File: src/rtl/spm_ocp_burst_slave.sv
// OCP burst slave bridge in front of the byte-enabled scratchpad: sequences BURST_LEN-word
// read/write bursts onto the single-word SPM port. Define SPM_OCP_ERR_EN to answer reserved MCmd codes with ERR.
module spm_ocp_burst_slave #(
    parameter int ADDR_WIDTH = 8,
    parameter int BURST_LEN  = 4
) (
    input  logic                  clk,
    input  logic                  reset,
    input  logic [2:0]            io_ocp_MCmd,
    input  logic [ADDR_WIDTH-1:0] io_ocp_MAddr,
    input  logic [31:0]           io_ocp_MData,
    input  logic [3:0]            io_ocp_MDataByteEn,
    input  logic                  io_ocp_MDataValid,
    output logic                  io_ocp_SCmdAccept,
    output logic                  io_ocp_SDataAccept,
    output logic [1:0]            io_ocp_SResp,
    output logic [31:0]           io_ocp_SData,
    output logic [ADDR_WIDTH-1:0] io_spm_M_Addr,
    output logic [31:0]           io_spm_M_Data,
    output logic [3:0]            io_spm_M_ByteEn,
    output logic                  io_spm_M_We,
    input  logic [31:0]           io_spm_S_Data
);

    localparam int CNT_W = $clog2(BURST_LEN);
    localparam int OFF_W = CNT_W + 2;

    localparam logic [2:0] CMD_IDLE = 3'd0;
    localparam logic [2:0] CMD_WR   = 3'd1;
    localparam logic [2:0] CMD_RD   = 3'd2;

    localparam logic [1:0] RESP_NULL = 2'd0;
    localparam logic [1:0] RESP_DVA  = 2'd1;
    localparam logic [1:0] RESP_ERR  = 2'd3;

    typedef enum logic [1:0] {ST_IDLE, ST_RD, ST_WR} state_t;

    state_t                state_q, state_d;
    logic [CNT_W-1:0]      cnt_q, cnt_d;
    logic [ADDR_WIDTH-1:0] base_q, base_d;
    logic [1:0]            sresp_q, sresp_d;
    logic [31:0]           sdata_q, sdata_d;

    logic [ADDR_WIDTH-1:0] cmd_base;
    logic [ADDR_WIDTH-1:0] word_addr;
    logic                  last_word;
    logic                  addr_unused;

    // Bursts always cover the aligned block, so the in-block offset bits of MAddr are dropped.
    assign cmd_base    = {io_ocp_MAddr[ADDR_WIDTH-1:OFF_W], {OFF_W{1'b0}}};
    assign addr_unused = ^io_ocp_MAddr[OFF_W-1:0];
    assign word_addr   = base_q + (ADDR_WIDTH'(cnt_q) << 2);
    assign last_word   = (cnt_q == CNT_W'(BURST_LEN - 1));

    // NOTE: every always_comb output gets a default first so no path can infer a latch;
    // combinational blocks use blocking '=', the state register below uses non-blocking '<='.
    always_comb begin
        state_d            = state_q;
        cnt_d              = cnt_q;
        base_d             = base_q;
        sresp_d            = RESP_NULL;
        sdata_d            = sdata_q;
        io_ocp_SCmdAccept  = 1'b0;
        io_ocp_SDataAccept = 1'b0;
        io_spm_M_We        = 1'b0;
        io_spm_M_Addr      = '0;
        io_spm_M_Data      = '0;
        io_spm_M_ByteEn    = '0;

        unique case (state_q)
            ST_IDLE: begin
                io_ocp_SCmdAccept  = 1'b1;
                io_ocp_SDataAccept = 1'b1;
                case (io_ocp_MCmd)
                    CMD_IDLE: begin
                    end
                    CMD_RD: begin
                        base_d  = cmd_base;
                        cnt_d   = '0;
                        state_d = ST_RD;
                    end
                    CMD_WR: begin
                        base_d  = cmd_base;
                        state_d = ST_WR;
                        cnt_d   = '0;
                        // Word 0 normally rides along with the command and is written immediately.
                        if (io_ocp_MDataValid) begin
                            io_spm_M_We     = 1'b1;
                            io_spm_M_Addr   = cmd_base;
                            io_spm_M_Data   = io_ocp_MData;
                            io_spm_M_ByteEn = io_ocp_MDataByteEn;
                            cnt_d           = CNT_W'(1);
                        end
                    end
                    default: begin
`ifdef SPM_OCP_ERR_EN
                        sresp_d = RESP_ERR;
`endif
                    end
                endcase
            end
            ST_RD: begin
                io_spm_M_Addr = word_addr;
                sdata_d       = io_spm_S_Data;
                sresp_d       = RESP_DVA;
                cnt_d         = cnt_q + CNT_W'(1);
                if (last_word) state_d = ST_IDLE;
            end
            ST_WR: begin
                io_ocp_SDataAccept = 1'b1;
                io_spm_M_Addr      = word_addr;
                if (io_ocp_MDataValid) begin
                    io_spm_M_We     = 1'b1;
                    io_spm_M_Data   = io_ocp_MData;
                    io_spm_M_ByteEn = io_ocp_MDataByteEn;
                    cnt_d           = cnt_q + CNT_W'(1);
                    if (last_word) begin
                        sresp_d = RESP_DVA;
                        state_d = ST_IDLE;
                    end
                end
            end
            default: state_d = ST_IDLE;
        endcase

        // A burst aborted by reset must not write in the reset cycle itself.
        if (reset) begin
            io_spm_M_We     = 1'b0;
            io_spm_M_Addr   = '0;
            io_spm_M_Data   = '0;
            io_spm_M_ByteEn = '0;
        end
    end

    always_ff @(posedge clk) begin
        if (reset) begin
            state_q <= ST_IDLE;
            cnt_q   <= '0;
            base_q  <= '0;
            sresp_q <= RESP_NULL;
            sdata_q <= '0;
        end else begin
            state_q <= state_d;
            cnt_q   <= cnt_d;
            base_q  <= base_d;
            sresp_q <= sresp_d;
            sdata_q <= sdata_d;
        end
    end

    assign io_ocp_SResp = sresp_q;
    assign io_ocp_SData = sdata_q;

endmodule
File: config.mk
export PLATFORM = sky130hd
export DESIGN_NAME = spm_ocp_burst_slave
export DESIGN_NICKNAME = d
export VERILOG_FILES = /design/src/rtl/spm_ocp_burst_slave.sv
export SDC_FILE = /design/constraint.sdc
export NUM_CORES = 1
export LEC_CHECK = 0
export BUFFER_PORTS_ARGS = -buffer_cell sky130_fd_sc_hd__buf_4
export CORE_UTILIZATION = 39
export DETAILED_ROUTE_END_ITERATION = 8
export PLACE_DENSITY_LB_ADDON = 0.25
export SLEW_MARGIN = 10
export SYNTH_ARGS = -nofsm -noshare
export SYNTH_HDL_FRONTEND = slang
export SYNTH_SLANG_ARGS = --single-unit
export TNS_END_PERCENT = 10
File: constraint.sdc
create_clock -name clk -period 1.7 [get_ports clk]
set_input_delay 0.255 -clock clk [delete_from_list [all_inputs] [get_ports clk]]
set_output_delay 0.255 -clock clk [all_outputs]
set_load 0.005 [all_outputs]
==> impl_metrics.env, run 1 <==
export IMPL_dpl_hpwl_mm=4.47
export IMPL_core_region_area_sq_um=4850
export IMPL_synth_edf_count=0
export IMPL_drive_above_1_share_pct=50.5
export IMPL_syn_area_sq_um=2010
export IMPL_crit_fanout=37
export IMPL_port_buffers=155
export IMPL_fin_nets=460
export IMPL_crit_path_top_delay_cell="dfxtp_2"
export IMPL_first_pass_iters=6
export IMPL_cts_tree="yes"
export IMPL_internal_power_mw=1.90
export IMPL_ctsRootBufferMaster="clkbuf_8"
export IMPL_ys_warn_count=0
export IMPL_power_density_nw_per_um2=734
export IMPL_p_switching_mw=0.626
export IMPL_numCtsBuffers=5
export IMPL_htreeDepth=2
export IMPL_p_clk_share_pct=32.2
export IMPL_dieWidth_microns=73.8
export IMPL_setup_viol=41
export IMPL_timing_rr_end="cnt_q[0]$_SDFFE_PP0P_"
export IMPL_irDropWorstVdd_mv=0.597
export IMPL_cap_violations=0
export IMPL_whs_ns=0.191
export IMPL_p_comb_share_pct=25.7
export IMPL_pwr_share_seq_pct=42.1
export IMPL_worstSetupEndpoint="io_spm_M_Data[16]"
export IMPL_crit_start="state_q[1]$_SDFFE_PP0P_"
export IMPL_seq_area_frac_synth_pct=40.9
export IMPL_ff2ff_setup_slack_ns=0.05
export IMPL_drc=0
export IMPL_stdcell_count=441
export IMPL_final_area_sq_um=3430
export IMPL_placed_cell_area_sq_um=3260
export IMPL_ys_ff_latch=41
export IMPL_vias=2044
export IMPL_r2r_cells=7
export IMPL_grt_ovfl_total=0
export IMPL_num_rows=25
export IMPL_hold_violations=0
export IMPL_vias_per_cell=4.63
export IMPL_clock_sinks=41
export IMPL_io_pins=163
export IMPL_layout_min_cycle_time_ns=1.86
export IMPL_fmax_mhz=539
export IMPL_critPathKind="reg -> out"
export IMPL_worstPathCellList="inv_2, ha_4, a21oi_2, nor3b_4, buf_12, and2_1, buf_4"
export IMPL_synthCells=214
export IMPL_final_common_cell="buf_4"
export IMPL_die_area_sq_um=5440
export IMPL_end_kind="output pin"
export IMPL_r2r_start="state_q[1]$_SDFFE_PP0P_"
export IMPL_setup_slack_ns=-0.157
export IMPL_start_kind="flop"
export IMPL_swShare_pct=24.8
export IMPL_fin_tns_setup_ns=-5.51
export IMPL_synth_ff_type="dfxtp_1"
export IMPL_synth_async_reset_ratio_pct=0
export IMPL_clkLatencyLatePin_ns=0.30
export IMPL_cp_data_arrival_time_ns=1.60
export IMPL_diodes=0
export IMPL_finalClockSkew_ns=0.00814
export IMPL_antenna_found_initial=0
export IMPL_area_delta_synth_final_pct=71.0
export IMPL_crit_buf_inv=3
export IMPL_grt_first_pass_wirelength_mm=8.56
export IMPL_fin_crit_sh_pct=109
export IMPL_placed_cells=430
export IMPL_cp_slowest_stage_delay_ns=0.38
export IMPL_routed_wl_mm=5.82
export IMPL_violations="setup timing"
export IMPL_hp_class="in -> reg"
export IMPL_wl_per_cell_microns=13.2
export IMPL_synth_cell_type_count=34
export IMPL_initialDrtViolationCount=52
export IMPL_dieHeight_microns=73.8
export IMPL_mostFrequentLayoutCells="buf_4, dfxtp_1, nor2_1"
export IMPL_grt_pass1_vias=1915
export IMPL_rsz0062_at_grt="yes"
export IMPL_status="finished with violations"
export IMPL_clk_path_buf_depth=2
export IMPL_ant_nets=0
export IMPL_grt_max_degree=38
export IMPL_start_util_pct=41.4
export IMPL_p_leak_nw=1.65
export IMPL_total_power_mw=2.52
export IMPL_avgSynthCellArea_sq_um=9.38
export IMPL_place_gp_congestion=0.846
export IMPL_grtUsageTotal_pct=20.8
export IMPL_clk_pin_slew_ns=0.08
export IMPL_cp_depth=7
export IMPL_maxSlewViolCount=0
export IMPL_num_fill_cells=405
export IMPL_cp_top_family="flip-flops"
export IMPL_worstPathRequired_ns=1.44
cells in the mapped netlist (all sizes together) (2+ instances only):
master  instances  area share (%)
and2           36              11
buf             9             3.6
inv             4            0.75
nor3b           4             2.9
a22oi           4             1.5
mux2i          36              18
nor2           37             6.9
nor3            5             1.2
nand3           2            0.50
a21oi           4             1.2
dfxtp          41              41
clkbuf          8             1.5
nor2b           2            0.62
ha              5             3.1
and3            3            0.93
worst reg2reg max path: cells and delay by family (launching register included):
kind            cells  cell delay, ns
compound gates      2            0.54
fa+ha+maj           1            0.31
buf+inv             3            0.30
flops               1            0.38
simple gates        1            0.06
power groups by stage:
stage | Combinational [mW] | Clock, mW | Sequential [mW]
after floorplan | 0.284 | 0 | 1.08
after global placement | 0.600 | 0 | 1.08
after global routing | 0.703 | 0.867 | 1.07
after detailed placement | 0.613 | 0 | 1.08
after CTS | 0.648 | 0.825 | 1.06
final | 0.648 | 0.812 | 1.06
logic make-up after synthesis:
family | synth area share, %
AND/OR/NAND/NOR | 25.3
flip-flops | 40.9
multiplexers | 17.9
buffers and inverters | 5.79
AO/OA/AOI/OAI | 6.36
adder cells (fa/ha/maj) | 3.12
other | 0.187
XOR/XNOR | 0.436
worst min-delay path by stage:
stage,from,endpoint,slack [ns],cells past startpoint
after CTS,io_spm_S_Data[9],io_ocp_SData[9]$_SDFFE_PP0N_,0.19,3
after global placement,io_ocp_SData[29]$_SDFFE_PP0N_,io_ocp_SData[29]$_SDFFE_PP0N_,0.47,2
after floorplan,io_ocp_MAddr[4],base_q[4]$_SDFFE_PP0P_,0.40,2
final,io_spm_S_Data[23],io_ocp_SData[23]$_SDFFE_PP0N_,0.19,3
after global routing,io_spm_S_Data[27],io_ocp_SData[27]$_SDFFE_PP0N_,0.18,3
after detailed placement,io_ocp_SData[25]$_SDFFE_PP0N_,io_ocp_SData[25]$_SDFFE_PP0N_,0.48,2
area by class of cell:
cell class / instances / area (sq um) / area share [%]
Clock inverter: 1 / 30.0 / 0.875
Multi-Input combinational cell: 154 / 1110 / 32.4
Tap cell: 67 / 83.8 / 2.44
Inverter: 4 / 17.5 / 0.510
Sequential cell: 41 / 823 / 24.0
Timing Repair Buffer: 167 / 1280 / 37.2
Clock buffer: 7 / 86.3 / 2.51
routing by layer:
metal / wire, microns / up-vias / track usage [%]
met2: 3060 / 94 / 39.3
met1: 2070 / 915 / 20.4
met4: 97 / 0 / 7.48
li1: - / 1026 / -
met3: 590 / 9 / 7.96
met5: 0 / - / 0
flip-flops by register name (all words and copies together), names as in the netlist:
signal,cells
state_q,2
base_q,4
cnt_q,2
io_ocp_SResp,1
io_ocp_SData,32
timing repair:
item,in CTS,in global routing
setup buffers,3,0
endpoints found under the setup margin,44,45
pin swaps,0,0
hold buffers,0,0
resized for setup,10,1
metrics by stage:
step	setup WS, ns	util, %
2_1_floorplan	0.0816	-
3_3_place_gp	0.0596	67.2
3_5_place_dp	0.0521	67.2
4_1_cts	-0.170	70.8
5_1_grt	-0.235	70.8
6_report	-0.157	70.8
Power figures use the tool's default switching activity.
==> run 2, diff against run 1 <==
Settings changed: CORE_ASPECT_RATIO set to 1.25.
==> run 2 against run 1 <==
  * The flow still finishes with violations (setup timing)
  * Non-clock buffer count stayed put
  * Power is 7.7% lower
  * Via count is 1.3% higher
  * Combinational power is 1% higher
  * Largest cell class unchanged
==> impl_metrics.env, run 2 (synthesized netlist as in run 1, its figures left out) <==
export IMPL_r2r_cells=8
export IMPL_cap_violations=0
export IMPL_initialDrtViolationCount=21
export IMPL_total_power_mw=2.33
export IMPL_grt_pass1_vias=1911
export IMPL_fin_tns_setup_ns=-5.69
export IMPL_ctsRootBufferMaster="clkbuf_8"
export IMPL_clk_pin_slew_ns=0.08
export IMPL_hp_class="in -> reg"
export IMPL_setup_viol=44
export IMPL_place_gp_congestion=0.777
export IMPL_die_area_sq_um=5440
export IMPL_crit_fanout=4
export IMPL_first_pass_iters=4
export IMPL_wl_per_cell_microns=13.9
export IMPL_layout_min_cycle_time_ns=1.86
export IMPL_numCtsBuffers=5
export IMPL_grt_first_pass_wirelength_mm=8.55
export IMPL_clock_sinks=41
export IMPL_dieWidth_microns=66.2
export IMPL_clk_path_buf_depth=2
export IMPL_status="finished with violations"
export IMPL_final_common_cell="buf_4"
export IMPL_drc=0
export IMPL_grtUsageTotal_pct=21.0
export IMPL_dpl_hpwl_mm=4.61
export IMPL_hold_violations=0
export IMPL_setup_slack_ns=-0.165
export IMPL_start_util_pct=41.5
export IMPL_grt_util_met2_pct=39.0
export IMPL_worstPathRequired_ns=1.44
export IMPL_r2r_start="state_q[1]$_SDFFE_PP0P_"
export IMPL_finalClockSkew_ns=0.00564
export IMPL_grt_busiest_layer="met2"
export IMPL_fmax_mhz=536
export IMPL_vias=2071
export IMPL_fin_crit_sh_pct=110
export IMPL_met1_usage_pct=18.4
export IMPL_placed_cell_area_sq_um=3230
export IMPL_fin_nets=460
export IMPL_ant_nets=0
export IMPL_port_buffers=155
export IMPL_cp_data_arrival_time_ns=1.61
export IMPL_vias_per_cell=4.78
export IMPL_diodes=0
export IMPL_antenna_found_initial=0
export IMPL_io_pins=163
export IMPL_irDropWorstVdd_mv=0.674
export IMPL_power_density_nw_per_um2=677
export IMPL_fin_util_pct=71.1
export IMPL_critPathKind="reg -> out"
export IMPL_drive_above_1_share_pct=52.0
export IMPL_violations="setup timing"
export IMPL_num_rows=28
export IMPL_hp_start="io_spm_S_Data[22]"
export IMPL_rsz0062_at_grt="yes"
export IMPL_ff2ff_setup_slack_ns=0.10
export IMPL_mostFrequentLayoutCells="buf_4, dfxtp_1, nor2_1"
export IMPL_dieHeight_microns=82.2
export IMPL_clkLatencyLatePin_ns=0.29
export IMPL_grt_ovfl_total=0
export IMPL_routed_wl_mm=6.03
export IMPL_htreeDepth=2
export IMPL_cts_tree="yes"
export IMPL_timing_rr_end="cnt_q[1]$_SDFFE_PP0P_"
export IMPL_largest_reg_flops=32
export IMPL_start_kind="flop"
export IMPL_p_leak_nw=1.65
export IMPL_min_path_cells=3
export IMPL_area_delta_synth_final_pct=71.1
export IMPL_hold_path_end="io_ocp_SData[22]$_SDFFE_PP0N_"
export IMPL_grt_max_degree=32
export IMPL_end_kind="output pin"
export IMPL_maxSlewViolCount=0
export IMPL_grt_util_met3_pct=12.1
export IMPL_core_region_area_sq_um=4830
export IMPL_final_area_sq_um=3440
[run 2: changes by cell type in the layout (fill, tap and decap cells not counted), moves of 2 or more]
cell / before / now
a22oi_1: 4 / 1
a22oi_2: 0 / 3
and2_1: 36 / 33
and2_4: 0 / 3
buf_12: 2 / 0
buf_4: 165 / 157
buf_6: 0 / 10
[run 2: metal layers]
layer | up-vias | part of all wire [%]
met5 | - | 0
met4 | 0 | 0.96
met3 | 6 | 16
met2 | 112 | 51
met1 | 929 | 33
li1 | 1024 | -
[run 2: layout make-up]
class | count | area [sq um]
fillers | 390 | 1400
repair buffers | 167 | 1290
multi-input cells | 154 | 1140
flip-flops and latches | 41 | 826
well taps | 60 | 75.1
clock buffers | 6 | 72.6
inverters | 4 | 20.0
clock inverters | 1 | 8.76
[run 2: timing repair]
action                                  in CTS  in global routing
hold buffers                                 0                  0
buffers inserted                             4                  1
pin swaps                                    3                  5
resized for setup                           14                 19
endpoints found under the setup margin      44                 45
gates cloned                                 1                  0
[run 2: through the flow]
step / std cells / worst slack, ns / hold slack [ns]
after global placement: 422 / 0.0126 / 0.473
after CTS: 434 / -0.217 / 0.191
after floorplan: 216 / 0.0816 / 0.402
after detailed placement: 422 / -0.00653 / 0.481
after global routing: 433 / -0.252 / 0.195
final: 433 / -0.165 / 0.199
[run 2: worst max-delay path, stage by stage, from the launching register on]
cell and delay [ns]:
dfxtp_4 0.37, inv_4 0.06, ha_4 0.14, buf_4 0.11, and3_2 0.24, a22oi_2 0.07, nor3_1 0.18, buf_4 0.16
[run 2: power by group]
part           internal, mW  switching, mW  total [mW]
Clock                 0.284          0.324       0.608
Sequential             1.02         0.0380        1.06
Combinational         0.396          0.259       0.655
[run 2: worst max path at each step]
stage,from,endpoint,slack [ns],cells after the start
finish,state_q[1]$_SDFFE_PP0P_,io_spm_M_Addr[6],-0.16,7
global route,state_q[1]$_SDFFE_PP0P_,io_spm_M_Data[30],-0.25,7
CTS,state_q[1]$_SDFFE_PP0P_,io_spm_M_Data[30],-0.22,8
detailed placement,io_ocp_MCmd[1],io_spm_M_Data[30],-0.007,7
global placement,io_ocp_MCmd[1],io_spm_M_Data[7],0.01,7
floorplan,state_q[0]$_SDFFE_PP0P_,io_spm_M_Data[22],0.08,6
